File: config.mk
export PLATFORM = sky130hd
export DESIGN_NAME = imm_gen_stage
export DESIGN_NICKNAME = d
export VERILOG_FILES = /design/src/rtl/imm_gen_stage.sv
export SDC_FILE = /design/constraint.sdc
export NUM_CORES = 1
export LEC_CHECK = 0
export ABC_AREA = 1
export CAP_MARGIN = 25
export CORE_ASPECT_RATIO = 0.8
export CORE_MARGIN = 5
export CORE_UTILIZATION = 40
export CTS_CLUSTER_DIAMETER = 80
export DETAILED_ROUTE_END_ITERATION = 6
export SYNTH_ARGS = -nofsm -noshare
export SYNTH_HDL_FRONTEND = slang
export SYNTH_SLANG_ARGS = --single-unit
File: constraint.sdc
create_clock -name clk -period 2.88 [get_ports clk]
set_clock_uncertainty 0.1 [all_clocks]
set_input_delay 0.576 -clock clk [delete_from_list [all_inputs] [get_ports clk]]
set_output_delay 0.576 -clock clk [all_outputs]
set_load 0.02 [all_outputs]
File: src/rtl/imm_gen_stage.sv
// Decode-stage immediate generator: classifies a 32-bit instruction by format and
// emits the extended immediate behind a valid/ready stage with a one-entry skid buffer.
module imm_gen_stage #(
    parameter int unsigned XLEN     = 32,
    parameter int unsigned TAG_W    = 8,
    parameter bit          RV64_OPS = 1'b0
) (
    input  logic             clk,
    input  logic             rst_n,
    input  logic             flush,
    input  logic             in_valid,
    output logic             in_ready,
    input  logic [31:0]      in_inst,
    input  logic [TAG_W-1:0] in_tag,
    output logic             out_valid,
    input  logic             out_ready,
    output logic [XLEN-1:0]  out_imm,
    output logic [2:0]       out_type,
    output logic             out_illegal,
    output logic [TAG_W-1:0] out_tag
);

    localparam logic [2:0] T_NONE = 3'd0;
    localparam logic [2:0] T_I    = 3'd1;
    localparam logic [2:0] T_S    = 3'd2;
    localparam logic [2:0] T_B    = 3'd3;
    localparam logic [2:0] T_U    = 3'd4;
    localparam logic [2:0] T_J    = 3'd5;
    localparam logic [2:0] T_Z    = 3'd6;

    localparam int ENT_W = XLEN + 3 + 1 + TAG_W;

    logic [4:0]       opcode;
    logic [XLEN-1:0]  dec_imm;
    logic [2:0]       dec_type;
    logic             dec_ill;
    logic [ENT_W-1:0] dec_ent;
    logic [ENT_W-1:0] main_ent;
    logic [ENT_W-1:0] skid_ent;
    logic             main_valid;
    logic             skid_valid;
    logic             main_free;
    logic             in_fire;

    assign opcode = in_inst[6:2];

    // Size casts of signed fields give sign extension to XLEN (truncation when XLEN=32).
    always_comb begin
        dec_imm  = '0;
        dec_type = T_NONE;
        dec_ill  = 1'b0;
        if (in_inst[1:0] != 2'b11) begin
            dec_ill = 1'b1;
        end else begin
            case (opcode)
                5'b00100, 5'b00000, 5'b11001: begin
                    dec_type = T_I;
                    dec_imm  = XLEN'($signed(in_inst[31:20]));
                end
                5'b00110: begin
                    if (RV64_OPS) begin
                        dec_type = T_I;
                        dec_imm  = XLEN'($signed(in_inst[31:20]));
                    end else begin
                        dec_ill = 1'b1;
                    end
                end
                5'b01000: begin
                    dec_type = T_S;
                    dec_imm  = XLEN'($signed({in_inst[31:25], in_inst[11:7]}));
                end
                5'b11000: begin
                    dec_type = T_B;
                    dec_imm  = XLEN'($signed({in_inst[31], in_inst[7], in_inst[30:25],
                                              in_inst[11:8], 1'b0}));
                end
                5'b00101, 5'b01101: begin
                    dec_type = T_U;
                    dec_imm  = XLEN'($signed({in_inst[31:12], 12'b0}));
                end
                5'b11011: begin
                    dec_type = T_J;
                    dec_imm  = XLEN'($signed({in_inst[31], in_inst[19:12], in_inst[20],
                                              in_inst[30:21], 1'b0}));
                end
                5'b11100: begin
                    if (in_inst[14]) begin
                        dec_type = T_Z;
                        dec_imm  = XLEN'(in_inst[19:15]);
                    end
                end
                5'b01100, 5'b00011: begin
                    dec_type = T_NONE;
                end
                5'b01110: begin
                    dec_ill = !RV64_OPS;
                end
                default: begin
                    dec_ill = 1'b1;
                end
            endcase
        end
    end

    assign dec_ent   = {dec_imm, dec_type, dec_ill, in_tag};
    assign in_ready  = !skid_valid;
    assign in_fire   = in_valid && in_ready;
    assign main_free = !main_valid || out_ready;

    always_ff @(posedge clk or negedge rst_n) begin
        if (!rst_n) begin
            main_valid <= 1'b0;
            skid_valid <= 1'b0;
            main_ent   <= '0;
            skid_ent   <= '0;
        end else if (flush) begin
            main_valid <= 1'b0;
            skid_valid <= 1'b0;
        end else if (main_free) begin
            // Skid is older than anything on the input, so it drains first.
            if (skid_valid) begin
                main_ent   <= skid_ent;
                main_valid <= 1'b1;
                skid_valid <= 1'b0;
            end else begin
                main_valid <= in_fire;
                if (in_fire) begin
                    main_ent <= dec_ent;
                end
            end
        end else if (in_fire) begin
            skid_ent   <= dec_ent;
            skid_valid <= 1'b1;
        end
    end

    assign out_valid   = main_valid;
    assign out_imm     = main_ent[ENT_W-1 -: XLEN];
    assign out_type    = main_ent[TAG_W+3 -: 3];
    assign out_illegal = main_ent[TAG_W];
    assign out_tag     = main_ent[TAG_W-1:0];

endmodule

==> results of run 1 <==
sequential cells by signal, indices dropped and copies added (netlist names):
name        cells
skid_valid      1
main_ent       44
out_valid       1
skid_ent       44
cell usage in the layout, fill, tap and decap left out, types with 3 or more instances in the layout:
master,instances
nand2_1,280
nor2_1,102
dfrtp_1,90
clkdlybuf4s50_1,89
o21ai_0,56
nand3_1,47
inv_1,36
buf_4,13
clkbuf_16,9
a21oi_1,8
a2bb2oi_1,5
inv_2,3
o21ai_2,3
final cells by class:
cell class / count / area [µm²]
Fill cell: 1128 / 5480
Sequential cell: 90 / 2250
Multi-Input combinational cell: 514 / 2160
Timing Repair Buffer: 103 / 1010
Clock buffer: 12 / 256
Tap cell: 148 / 185
Inverter: 39 / 146
Clock inverter: 4 / 73.8
metal layers:
metal / vias to the layer above / part of all wire, %
li1: 2272 / -
met1: 2096 / 49
met2: 113 / 44
met3: 11 / 5.7
met4: 0 / 0.99
met5: - / 0
how the worst max path moves through the flow:
stage                         to  slack (ps)  cells after the start
detailed placement  main_ent[19]         210                      8
floorplan            skid_ent[9]        1000                      9
CTS                     in_ready         490                      2
global placement    main_ent[19]         260                      8
finish                  in_ready         500                      2
global route        skid_ent[19]         380                      7
logic make-up after synthesis:
family          Yosys count
flops                    90
compound gates           76
buf+inv                  76
simple gates            438
where the power goes:
| part | internal (mW) | switching, mW |
|---|---|---|
| Clock | 0.808 | 0.490 |
| Combinational | 0.266 | 0.334 |
| Sequential | 1.38 | 0.0615 |
synthesized netlist by cell type (all sizes together):
cell / instances
nand2: 282
nor2: 104
dfrtp: 90
o21ai: 61
nand3: 48
inv: 39
clkbuf: 20
buf: 17
a21oi: 8
a2bb2oi: 5
or2: 2
a21boi: 1
a21o: 1
nand4: 1
nor3: 1
worst max-delay path, cell delays in order (launching register included):
cell	delay, ps
dfrtp_1	580
inv_2	170
clkdlybuf4s50_1	610
per-stage QoR:
step	std cells	setup slack, ps
after global placement	894	260
after global routing	910	381
after CTS	910	493
after floorplan	680	1000
final	910	500
after detailed placement	894	213
==> metrics.cfg, run 1 <==
[power]
total_power_mw=3.34
ir_drop_uv=258
leakage_nw=3.40
powerDensity_mw_per_mm2=549

[worst_setup_path]
cp-end-kind=output port
start_kind=flop
worstReg2RegStart=skid_valid
r2r_cells=5
worstSetupPathType=reg2out
cp_max_fo=12
startpoint=skid_valid
r2r-end=main_ent[10]
critPathRequiredTime_ps=2200
crit_arrival_ps=1700
rrSetupSlack_ps=860

[detailed_routing]
vias=4492
wl_per_cell_um=13.7
viasPerCell=4.94
wl_um=12500
drtIter0Drc=332
drtAntennaViolNets=0
drc=0
first_pass_iters=4

[synthesis]
synth-simple-area-share_pct=36.9
syn_nets=725
synth_top_family_by_area=simple AND/OR/NAND/NOR gates
synth_area_leaders=dfrtp_1, nand2_1, nor2_1
synth.ff_latch_count=90
synth_xor_area_share_pct=0
synth.area.mux_share_pct=0
yosys_warnings=0
netlist_area_mm2=0.00473
synth-compound-area-share_pct=8.78
synthAdderAreaFrac_pct=0
yosys.area.top_type=dfrtp_1
netlist_instances=680
avgSynthCellArea_um2=6.96
ys_types=26
seq_area_frac_synth_pct=47.6
synth_top_area_share_pct=47.6

[flow_run]
cap_violations=0

[clocking]
clk_pin_slew_ps=60
post_cts_buffers=0
hold_buffers=0
htreeDepth=3
clk_latency_ps=340
clockBufferDepth=2
cts-resized-gates=0
cts_tree=built
cts_buffers=9
root_buffer=clkbuf_16
clock_sinks=90

[timing]
post-route-period-util_pct=82.6
slew_violations=0
rsz0062_at_grt=no
worst_hold_slack_ps=112
maxSlewHeadroom_pct=47.7
max_freq_mhz=420
finalSetupViolCount=0
hold_viol_final=0
min_period_ps=2380
tightest_slew_ps=785
fin_setup_tns_ps=0

[floorplan]
core_area_mm2=0.0116
dieArea_mm2=0.0141
die_h_um=107
die_x_um=132
io_pins=91
rows=35
initial_utilization_pct=40.9

[global_routing]
grt_max_degree=80
grt_util_met1_pct=25.7
met3_usage_pct=4.95
grt_pass1_vias=4452
grt_pass1_wl_um=21500
met2_usage_pct=28.6
gr-max-usage-layer=met2
gr-total-overflow=0
grt_use_total_pct=18.4
antenna_found_initial=0

[final_layout]
drive_above_1_share_pct=5.64
nets=802
antennaDiodeCount=0
area_delta_synth_final_pct=28.6
fin_area_mm2=0.00608
utilization_pct=52.6

[place]
gp_congestion=0.870
dp_hpwl_um=8530
placed_area_mm2=0.00575
numPortBuffers=90

[min_path]
min_path_type=in2async

[run_status]
outcome=completed

Power figures use the tool's default switching activity.
==> run 2: changes to the inputs <==
==> constraint.sdc (replaced) <==
create_clock -name clk -period 2.5 [get_ports clk]
set_clock_uncertainty 0.1 [all_clocks]
set_input_delay 0.5 -clock clk [delete_from_list [all_inputs] [get_ports clk]]
set_output_delay 0.5 -clock clk [all_outputs]
set_load 0.02 [all_outputs]
==> run 2 against run 1 <==
Against the previous run:
- sequential power rose by 15%
- setup slack worse by 280 ps
- combinational power rose by 16%
- routed wire length fell by 2.1%
- highest routed layer unchanged
- utilization increased by 0.19 points
- clock power grew 5%
- final cell count is 0.66% higher
- sequential cell count stayed put
- first-iteration DRC count decreased by 32%
- critical endpoint unchanged
- register-to-register slack worse by 320 ps
==> metrics.cfg, run 2 (same netlist as run 1, synthesis figures left out) <==
[worst_setup_path]
rrSetupSlack_ps=540
crit_cells=2
critPathRequiredTime_ps=1900
start_kind=flop
cp_max_fo=12
cpPeakStageDelay_ps=610
cp_slowest_cell=clkdlybuf4s50_1
worstSetupPathType=reg2out
crit_arrival_ps=1680
cp-end-kind=output port
crit_buf_inv=2
r2r_cells=5
path_cells=inv_2 -> clkdlybuf4s50_1
path_delay_family=buffers and inverters
r2r-end=main_ent[10]
worstReg2RegStart=skid_valid

[place]
placed_area_mm2=0.00581
placed_cells=900
gp_congestion=0.904
numPortBuffers=90
dp_hpwl_um=8600

[power]
p_clk_share_pct=36.5
p_int_mw=2.68
swShare_pct=27.8
total_power_mw=3.72
powerDensity_mw_per_mm2=609
pwr-share-comb_pct=18.7
leakage_nw=3.40
ir_drop_uv=287
p_sw_mw=1.03
seqPwrFrac_pct=44.8

[floorplan]
initial_utilization_pct=40.9
die_x_um=132
io_pins=91
dieArea_mm2=0.0141
rows=35
die_h_um=107
core_area_mm2=0.0116

[clocking]
cts-resized-gates=0
clockBufferDepth=2
cts_buffers=9
htreeDepth=3
root_buffer=clkbuf_16
clk_pin_slew_ps=70
post_cts_buffers=0
cts_tree=built
clk_latency_ps=340
hold_buffers=0
clock_sinks=90

[detailed_routing]
viasPerCell=4.91
wl_um=12200
drtIter0Drc=225
wl_per_cell_um=13.4
first_pass_iters=6
drtAntennaViolNets=0
drc=0
vias=4495

[timing]
post-route-period-util_pct=91.2
min_period_ps=2280
tightest_slew_ps=757
rsz0062_at_grt=no
finalSetupViolCount=0
hold_viol_final=0
fin_setup_tns_ps=0
maxSlewHeadroom_pct=49.5
slew_violations=0
max_freq_mhz=439

[global_routing]
antenna_found_initial=0
grt_max_degree=80
grt_util_met1_pct=24.6
grt_pass1_vias=4251
met3_usage_pct=4.72
grt_use_total_pct=17.7
grt_pass1_wl_um=20700
gr-total-overflow=0
gr-max-usage-layer=met2
met2_usage_pct=27.4

[final_layout]
layout_commonest_cell=nand2_1
mostFrequentLayoutCells=nand2_1, nor2_1, dfrtp_1
fin_cells=916
nets=808
fillers=1143
area_delta_synth_final_pct=29.1
antennaDiodeCount=0
reg_top3=main_ent: 44 flops, skid_ent: 44 flops
drive_above_1_share_pct=6.38
fin_area_mm2=0.00611

[min_path]
min_path_type=in2async

[run_status]
outcome=completed

[flow_run]
cap_violations=0

-- run 2: power by group through the flow --
stage	Combinational (mW)	Sequential, mW	Clock [mW]
after detailed placement	0.702	1.69	0
after global placement	0.694	1.69	0
final	0.695	1.66	1.36
after CTS	0.705	1.67	1.40
after floorplan	0.268	1.77	0
after global routing	0.770	1.68	1.45
-- run 2: layer usage --
metal,vias to the layer above,routed length (µm)
met3,18,749
met2,121,5340
met1,2078,5990
li1,2278,-
met4,0,170
met5,-,0
-- run 2: worst max path at each step --
| stage | startpoint | to | slack [ps] |
|---|---|---|---|
| 2_1_floorplan | out_ready | skid_ent[9] | 700 |
| 6_report | skid_valid | in_ready | 220 |
| 3_5_place_dp | in_inst[5] | skid_ent[33] | 90 |
| 4_1_cts | skid_valid | in_ready | 200 |
| 3_3_place_gp | in_inst[5] | main_ent[39] | 150 |
| 5_1_grt | skid_valid | in_ready | 140 |
-- run 2: layout make-up --
cell class              count  area [µm²]  share of cell area (%)
repair buffers            109        1070                    17.5
multi-input cells         514        2160                    35.4
flip-flops and latches     90        2250                    36.9
inverters                  39         146                    2.40
clock inverters             6        66.3                    1.09
well taps                 148         185                    3.03
clock buffers              10         229                    3.75
-- run 2: through the flow --
| step | util, % | worst slack (ps) | hold WS, ps |
|---|---|---|---|
| after floorplan | - | 700 | 104 |
| after global placement | 50.3 | 148 | 358 |
| after detailed placement | 50.3 | 93.1 | 361 |
| after CTS | 52.8 | 196 | 18.3 |
| after global routing | 52.8 | 138 | 38.0 |
| final | 52.8 | 220 | 5.33 |
